$ cat src/rtl/mollusc_pkg.sv
`default_nettype none
// ============================================================================
// Module : mollusc_pkg
// Purpose: Shared encodings for the mollusc pipeline memory stage: execute
//          op codes, access-size codes and the mem_stage state enum.
// Ports  : none (package)
// Rev    : 1.0  initial release
// ============================================================================
package mollusc_pkg;

  // Execute op codes carried on ex_op. 2'b11 is reserved and handled as ALU.
  localparam logic [1:0] OP_ALU   = 2'b00;
  localparam logic [1:0] OP_LOAD  = 2'b01;
  localparam logic [1:0] OP_STORE = 2'b10;

  // Access size codes carried on ex_size. 2'b11 is unused and handled as word.
  localparam logic [1:0] SZ_BYTE = 2'b00;
  localparam logic [1:0] SZ_HALF = 2'b01;
  localparam logic [1:0] SZ_WORD = 2'b10;

  typedef enum logic [1:0] {
    ST_IDLE = 2'b00,
    ST_REQ  = 2'b01,
    ST_WAIT = 2'b10
  } mem_state_e;

  // True when an access of the given size cannot be served at this offset.
  function automatic logic is_misaligned(input logic [1:0] size,
                                         input logic [1:0] off);
    logic r;
    r = 1'b0;
    case (size)
      SZ_BYTE: r = 1'b0;
      SZ_HALF: r = off[0];
      default: r = (off != 2'b00);
    endcase
    return r;
  endfunction

endpackage : mollusc_pkg
`default_nettype wire

$ cat src/rtl/mem_lane_align.sv
`default_nettype none
// ============================================================================
// Module : mem_lane_align
// Purpose: Combinational byte-lane logic for the memory stage.
//          Store side: byte enables and lane-replicated write data.
//          Load side : lane selection from the raw bus word plus zero/sign
//                      extension to the full register width.
// Ports  : st_size/st_off/st_data  -> st_be, st_wdata
//          ld_size/ld_signed/ld_off/ld_raw -> ld_data
// Rev    : 1.0  initial release
// ============================================================================
module mem_lane_align
  import mollusc_pkg::*;
#(
  parameter int XLEN = 32
) (
  input  logic [1:0]      st_size,
  input  logic [1:0]      st_off,
  input  logic [XLEN-1:0] st_data,
  output logic [3:0]      st_be,
  output logic [XLEN-1:0] st_wdata,
  input  logic [1:0]      ld_size,
  input  logic            ld_signed,
  input  logic [1:0]      ld_off,
  input  logic [XLEN-1:0] ld_raw,
  output logic [XLEN-1:0] ld_data
);

  logic [XLEN-1:0] w_ld_shifted;
  logic            w_ld_sign;

  // Store path: the bus picks the lane via byte enables, so the data is
  // simply replicated across every lane the size could land in.
  always_comb begin
    st_be    = 4'b1111;
    st_wdata = st_data;
    case (st_size)
      SZ_BYTE: begin
        st_be    = 4'b0001 << st_off;
        st_wdata = {4{st_data[7:0]}};
      end
      SZ_HALF: begin
        st_be    = 4'b0011 << st_off;
        st_wdata = {2{st_data[15:0]}};
      end
      default: begin
        st_be    = 4'b1111;
        st_wdata = st_data;
      end
    endcase
  end

  // Load path: bring the addressed lane down to bit 0, then extend.
  assign w_ld_shifted = ld_raw >> {ld_off, 3'b000};

  always_comb begin
    w_ld_sign = 1'b0;
    ld_data   = ld_raw;
    case (ld_size)
      SZ_BYTE: begin
        w_ld_sign = ld_signed & w_ld_shifted[7];
        ld_data   = {{(XLEN-8){w_ld_sign}}, w_ld_shifted[7:0]};
      end
      SZ_HALF: begin
        w_ld_sign = ld_signed & w_ld_shifted[15];
        ld_data   = {{(XLEN-16){w_ld_sign}}, w_ld_shifted[15:0]};
      end
      default: begin
        w_ld_sign = 1'b0;
        ld_data   = ld_raw;
      end
    endcase
  end

endmodule : mem_lane_align
`default_nettype wire

$ cat src/rtl/mem_stage.sv
`default_nettype none
// ============================================================================
// Module : mem_stage
// Purpose: Memory-access pipeline stage between execute and writeback.
//          ALU results pass straight to the writeback port; loads and stores
//          run one data-bus transaction with byte-lane alignment. Execute is
//          stalled (ex_ready low) while a transaction is outstanding.
// Ports  : ex_*        instruction handshake from execute
//          mem_req_*   bus request (registered, stable until accepted)
//          mem_resp_*  load response from the bus
//          wb_addr/wb_data  one-cycle registered writeback (addr 0 = none)
//          misaligned  one-cycle pulse when an access is rejected
// Rev    : 1.0  initial release
// ============================================================================
module mem_stage
  import mollusc_pkg::*;
#(
  parameter int REG_AW = 4,
  parameter int XLEN   = 32
) (
  input  logic              clk,
  input  logic              rst,
  input  logic              ex_valid,
  output logic              ex_ready,
  input  logic [1:0]        ex_op,
  input  logic [1:0]        ex_size,
  input  logic              ex_signed,
  input  logic [REG_AW-1:0] ex_dest,
  input  logic [XLEN-1:0]   ex_result,
  input  logic [XLEN-1:0]   ex_store_data,
  output logic              mem_req_valid,
  input  logic              mem_req_ready,
  output logic [XLEN-1:0]   mem_req_addr,
  output logic              mem_req_we,
  output logic [3:0]        mem_req_be,
  output logic [XLEN-1:0]   mem_req_wdata,
  input  logic              mem_resp_valid,
  input  logic [XLEN-1:0]   mem_resp_data,
  output logic [REG_AW-1:0] wb_addr,
  output logic [XLEN-1:0]   wb_data,
  output logic              misaligned
);

  mem_state_e        r_state;
  logic [1:0]        r_op;
  logic [1:0]        r_size;
  logic              r_signed;
  logic [REG_AW-1:0] r_dest;
  logic [1:0]        r_off;

  logic              r_req_valid;
  logic [XLEN-1:0]   r_req_addr;
  logic              r_req_we;
  logic [3:0]        r_req_be;
  logic [XLEN-1:0]   r_req_wdata;
  logic [REG_AW-1:0] r_wb_addr;
  logic [XLEN-1:0]   r_wb_data;
  logic              r_misaligned;

  logic              w_is_load;
  logic              w_is_store;
  logic              w_misaligned;
  logic [3:0]        w_st_be;
  logic [XLEN-1:0]   w_st_wdata;
  logic [XLEN-1:0]   w_ld_data;

  assign w_is_load    = (ex_op == OP_LOAD);
  assign w_is_store   = (ex_op == OP_STORE);
  assign w_misaligned = is_misaligned(ex_size, ex_result[1:0]);

  // Store lanes are computed from the live execute fields at accept time;
  // load extraction uses the fields latched when the load was accepted.
  mem_lane_align #(
    .XLEN (XLEN)
  ) u_lane_align (
    .st_size   (ex_size),
    .st_off    (ex_result[1:0]),
    .st_data   (ex_store_data),
    .st_be     (w_st_be),
    .st_wdata  (w_st_wdata),
    .ld_size   (r_size),
    .ld_signed (r_signed),
    .ld_off    (r_off),
    .ld_raw    (mem_resp_data),
    .ld_data   (w_ld_data)
  );

  assign ex_ready      = (r_state == ST_IDLE);
  assign mem_req_valid = r_req_valid;
  assign mem_req_addr  = r_req_addr;
  assign mem_req_we    = r_req_we;
  assign mem_req_be    = r_req_be;
  assign mem_req_wdata = r_req_wdata;
  assign wb_addr       = r_wb_addr;
  assign wb_data       = r_wb_data;
  assign misaligned    = r_misaligned;

  always_ff @(posedge clk) begin
    if (rst) begin
      r_state      <= ST_IDLE;
      r_op         <= OP_ALU;
      r_size       <= SZ_BYTE;
      r_signed     <= 1'b0;
      r_dest       <= '0;
      r_off        <= 2'b00;
      r_req_valid  <= 1'b0;
      r_req_addr   <= '0;
      r_req_we     <= 1'b0;
      r_req_be     <= 4'b0000;
      r_req_wdata  <= '0;
      r_wb_addr    <= '0;
      r_wb_data    <= '0;
      r_misaligned <= 1'b0;
    end else begin
      // Writeback and the misaligned flag are single-cycle pulses.
      r_wb_addr    <= '0;
      r_wb_data    <= '0;
      r_misaligned <= 1'b0;

      case (r_state)
        ST_IDLE: begin
          if (ex_valid) begin
            if (w_is_load || w_is_store) begin
              if (w_misaligned) begin
                r_misaligned <= 1'b1;
              end else begin
                r_op        <= ex_op;
                r_size      <= ex_size;
                r_signed    <= ex_signed;
                r_dest      <= ex_dest;
                r_off       <= ex_result[1:0];
                r_req_valid <= 1'b1;
                r_req_addr  <= {ex_result[XLEN-1:2], 2'b00};
                r_req_we    <= w_is_store;
                // Reads carry no byte enables; the full word comes back.
                r_req_be    <= w_is_store ? w_st_be : 4'b0000;
                r_req_wdata <= w_is_store ? w_st_wdata : '0;
                r_state     <= ST_REQ;
              end
            end else begin
              // ALU and the reserved op code both write the result back.
              r_wb_addr <= ex_dest;
              r_wb_data <= (ex_dest != '0) ? ex_result : '0;
            end
          end
        end

        ST_REQ: begin
          if (mem_req_ready) begin
            r_req_valid <= 1'b0;
            r_req_addr  <= '0;
            r_req_we    <= 1'b0;
            r_req_be    <= 4'b0000;
            r_req_wdata <= '0;
            // Stores retire at the handshake; no response is expected.
            r_state     <= (r_op == OP_STORE) ? ST_IDLE : ST_WAIT;
          end
        end

        ST_WAIT: begin
          if (mem_resp_valid) begin
            r_wb_addr <= r_dest;
            r_wb_data <= (r_dest != '0) ? w_ld_data : '0;
            r_state   <= ST_IDLE;
          end
        end

        default: begin
          r_state <= ST_IDLE;
        end
      endcase
    end
  end

endmodule : mem_stage
`default_nettype wire

$ cat config.mk
export PLATFORM = sky130hd
export DESIGN_NAME = mem_stage
export DESIGN_NICKNAME = d
export VERILOG_FILES = /design/src/rtl/mollusc_pkg.sv /design/src/rtl/mem_lane_align.sv /design/src/rtl/mem_stage.sv
export SDC_FILE = /design/constraint.sdc
export NUM_CORES = 1
export LEC_CHECK = 0
export ABC_CLOCK_PERIOD_IN_PS = 1900
export BUFFER_PORTS_ARGS = -buffer_cell sky130_fd_sc_hd__buf_2
export CAP_MARGIN = 20
export CORE_MARGIN = 5
export CORE_UTILIZATION = 43
export CTS_CLUSTER_SIZE = 12
export DETAILED_ROUTE_END_ITERATION = 6
export PLACE_DENSITY = 0.85
export SLEW_MARGIN = 20
export SYNTH_ARGS = -nofsm -noshare
export SYNTH_HDL_FRONTEND = slang
export SYNTH_SLANG_ARGS = --single-unit
$ cat constraint.sdc
create_clock -name clk -period 1.9 [get_ports clk]
set_input_delay 0.095 -clock clk [delete_from_list [all_inputs] [get_ports clk]]
set_output_delay 0.095 -clock clk [all_outputs]
set_load 0.005 [all_outputs]
==> run_summary.xml <==
<?xml version="1.0" encoding="UTF-8"?>
<metrics>
  <group name="job">
    <metric name="drv_cap" unit="">0</metric>
  </group>
  <group name="final_layout">
    <metric name="syn2layout_area_growth" unit="%">53.8</metric>
    <metric name="antenna-diode-count" unit="">0</metric>
    <metric name="area.sequential" unit="sq um">2360</metric>
    <metric name="nets" unit="">888</metric>
    <metric name="design_area" unit="sq um">7660</metric>
    <metric name="number_of_filler_cells_placed_in_the_layout" unit="">833</metric>
    <metric name="ratio_of_cells_with_drive_above_1_in_the_final_layout" unit="%">36.1</metric>
    <metric name="multi_input_comb_area" unit="sq um">2420</metric>
  </group>
  <group name="timing">
    <metric name="min_period" unit="ns">1.84</metric>
    <metric name="period_share" unit="%">97.0</metric>
    <metric name="worst_clock_skew" unit="ns">0.00969</metric>
    <metric name="setup_viol" unit="">0</metric>
    <metric name="fmax" unit="GHz">0.542</metric>
    <metric name="slew-limit-headroom" unit="%">64.6</metric>
    <metric name="final_hold_viol_count" unit="">0</metric>
    <metric name="fin_ws" unit="ns">0.0565</metric>
    <metric name="grt_setup_unrepaired" unit="">yes</metric>
    <metric name="max_slew.worst_pin.slew" unit="ns">0.531</metric>
    <metric name="slew_viol_final" unit="">0</metric>
  </group>
  <group name="synth">
    <metric name="seq_area_frac_synth" unit="%">47.4</metric>
    <metric name="synth_fa_ha_area_share" unit="%">0.251</metric>
    <metric name="synth_top_family_by_area" unit="">compound AO/OA/AOI/OAI gates</metric>
    <metric name="yosys.cell_types.count" unit="">47</metric>
    <metric name="yosys.area_share.xor_xnor" unit="%">0</metric>
    <metric name="syn_avg_cell_area" unit="sq um">10.3</metric>
    <metric name="synth-compound-area-share" unit="%">28.0</metric>
    <metric name="top_cell_type_by_total_area_after_synthesis" unit="">dfxtp_1</metric>
    <metric name="synth_top_area_share" unit="%">47.4</metric>
    <metric name="ys_warn_count" unit="">0</metric>
    <metric name="yosys_reg_bits" unit="">118</metric>
    <metric name="postSynthCellCount" unit="">486</metric>
    <metric name="share_of_cell_area_taken_by_muxes_after_synthesis" unit="%">9.24</metric>
    <metric name="netlist_top_cells_area" unit="">dfxtp_1, mux2i_1, a22o_1</metric>
    <metric name="synthesis.area" unit="sq um">4980</metric>
    <metric name="synth_simple_gate_area_share" unit="%">10.2</metric>
  </group>
  <group name="detailed_routing">
    <metric name="drc_violation_count_after_routing" unit="">0</metric>
    <metric name="first_iter_violations" unit="">455</metric>
    <metric name="ant_nets" unit="">0</metric>
    <metric name="dr.pass1.iters" unit="">5</metric>
    <metric name="drt-vias-per-instance" unit="">5.74</metric>
    <metric name="drt-total-wl" unit="um">18700</metric>
    <metric name="routed-via-count" unit="">5357</metric>
    <metric name="route.detailed.wl_per_inst" unit="um">20.0</metric>
  </group>
  <group name="worst_setup_path">
    <metric name="crit_path_start_kind" unit="">flop</metric>
    <metric name="series_of_cell_instances_along_the_critical_path" unit="">or4b_4 &gt; a211oi_4 &gt; buf_4 &gt; a22o_1</metric>
    <metric name="worstPathBufferInverterCount" unit="">1</metric>
    <metric name="critPathRequiredTime" unit="ns">2.25</metric>
    <metric name="worst-path-max-fanout" unit="">24</metric>
    <metric name="arrival" unit="ns">2.19</metric>
    <metric name="worst_path_largest_cell_delay" unit="ns">0.58</metric>
    <metric name="criticalPathCategory" unit="">flop to flop</metric>
    <metric name="crit_path_end_kind" unit="">flop</metric>
    <metric name="crit_slowest_cell" unit="">or4b_4</metric>
    <metric name="largest_delay_contributor_family_on_the_critical_path" unit="">simple AND/OR/NAND/NOR gates</metric>
  </group>
  <group name="status">
    <metric name="outcome" unit="">finished clean</metric>
  </group>
  <group name="cts">
    <metric name="htree_num_levels" unit="">4</metric>
    <metric name="clkSlewWorstSetupHoldPaths" unit="ns">0.05</metric>
    <metric name="clk_root_buffer_cell" unit="">clkbuf_16</metric>
    <metric name="clk_path_buf_depth" unit="">2</metric>
    <metric name="cts_sinks" unit="">118</metric>
    <metric name="clock_latency" unit="ns">0.41</metric>
    <metric name="numCtsBuffers" unit="">17</metric>
    <metric name="cts_tree" unit="">built</metric>
  </group>
  <group name="power">
    <metric name="pwr_density_cell" unit="nW/um^2">868</metric>
    <metric name="p_leak" unit="uW">0.00352</metric>
    <metric name="ir_worst_vdd" unit="uV">773</metric>
  </group>
  <group name="place">
    <metric name="gpl.final_weighted_congestion" unit="">0.811</metric>
    <metric name="preCtsSetupSlack" unit="ns">-0.0705</metric>
    <metric name="detailed_place_hpwl" unit="um">12100</metric>
    <metric name="placedInstanceArea" unit="sq um">6220</metric>
    <metric name="port_buffers" unit="">215</metric>
  </group>
  <group name="die">
    <metric name="floorplan.initialDensity" unit="%">43.8</metric>
    <metric name="core-area" unit="sq um">11400</metric>
    <metric name="core.rowCount" unit="">39</metric>
    <metric name="chipWidth" unit="um">118</metric>
    <metric name="boundaryPins" unit="">218</metric>
    <metric name="die_y" unit="um">118</metric>
    <metric name="die_area" unit="sq um">13800</metric>
  </group>
  <group name="global_route">
    <metric name="groute.usage.overall" unit="%">26.3</metric>
    <metric name="antenna_violations_before_repair" unit="">0</metric>
    <metric name="maximum_number_of_pins_on_one_net_before_global_route_repair" unit="">44</metric>
    <metric name="first_global_vias" unit="">5524</metric>
    <metric name="global_route.overflow_total" unit="">0</metric>
    <metric name="grt_first_pass_wirelength" unit="um">29700</metric>
  </group>
  <group name="worst_hold_path">
    <metric name="holdCritPathClass" unit="">primary input to flop</metric>
  </group>
</metrics>
## worst reg2reg max path: stages, from the launching register on
cell and delay, ns:
dfxtp_1 0.36, or4b_4 0.58, a211oi_4 0.26, buf_4 0.35
a22o_1 0.22
## cell usage after synthesis, drive strengths merged
cell	n
dfxtp	118
a22o	46
mux2i	46
a21oi	28
nor2	28
buf	25
nand2	25
clkbuf	23
o2bb2ai	20
a221o	16
a22oi	11
nand2b	10
a21o	9
o21ai	9
nor3b	8
a2bb2oi	7
a311oi	7
nor2b	7
o221ai	7
inv	4
a211oi	3
a221oi	3
and2	3
or2	3
nand4bb	2
nor3	2
o41a	2
or3b	2
and3	1
and3b	1
and4bb	1
conb	1
ha	1
nand4b	1
o2111a	1
o22ai	1
o31a	1
o31ai	1
o32a	1
or4b	1
## flip-flops by register name (all words and copies together) (netlist names), 4 cells and up
| name | flops |
|---|---|
| r_dest | 4 |
| wb_addr | 4 |
| wb_data | 32 |
| mem_req_be | 4 |
| mem_req_wdata | 32 |
| mem_req_addr | 30 |
## layout make-up
cell class / count / share of cell area [%]
multi-input cells: 317 / 31.6
repair buffers: 319 / 27.3
well taps: 143 / 2.34
inverters: 4 / 0.196
clock inverters: 8 / 1.26
flip-flops and latches: 118 / 30.8
clock buffers: 24 / 6.42
## power by group
part | internal, uW | leakage (uW) | switching, uW
clock | 2060 | 0.000290 | 1110
sequential | 2560 | 0.000956 | 47.7
combinational | 440 | 0.00228 | 433
## stage by stage
step                      util [%]  hold WS, ns  cells  power [uW]  TNS [ns]
final                         67.4       0.0217    933        6650         0
after global routing          67.4       0.0173    933        6900    -0.233
after CTS                     67.0      0.00199    931        6650         0
after detailed placement      54.7        0.341    819        3360    -0.832
after global placement        54.7        0.334    819        3320         0
after floorplan                  -        0.220    487        3020         0
## timing repair
item	in CTS	in global routing
setup buffers	0	1
hold endpoints to repair	93	1
pin swaps	0	1
gates resized for setup	4	8
hold buffers	80	1
cloned	0	0
setup endpoints to repair	18	61
## worst paths after layout
path | startpoint | to | slack, ns | cells after the start
worst max-delay path | r_state[1] | mem_req_addr[12] | 0.06 | 4
worst min-delay path | rst | misaligned | 0.02 | 3
worst max register to register | r_state[1] | mem_req_addr[12] | 0.06 | 4
worst min register to register | mem_req_we | mem_req_we | 0.45 | 1
## placed cells by master (no fill, tap or decap), types with 9 or more instances in the layout
cell           Yosys  routed
a21oi_1           28      28
nor2_1            28      28
mux2i_1           46      46
a22o_1            46      46
a22oi_1           11      11
a221o_1           16      16
buf_2             19     215
buf_4              3      19
nand2b_1          10      10
o2bb2ai_1         20      18
dlygate4sd3_1      0      81
dfxtp_1          118     117
a21o_1             9       9
clkbuf_16          0      17
nand2_1           25      25
o21ai_0            9       9
## routing by layer
metal	vias to the layer above	share of wire [%]	track usage (%)
met5	-	0	0
met4	0	3.5	11.2
met3	56	9.0	8.70
met2	332	51	45.6
met1	2545	37	29.4
li1	2424	-	-
## cells by family (layout without fill, tap and decap cells)
group                    after synthesis  count (layout)
AO/OA/AOI/OAI                        173             173
adder cells (fa/ha/maj)                1               1
buffers and inverters                 52             355
flip-flops                           118             118
multiplexers                          46              46
other                                  1               2
AND/OR/NAND/NOR                       95              95
No activity file was read; power rests on OpenSTA's default activity.
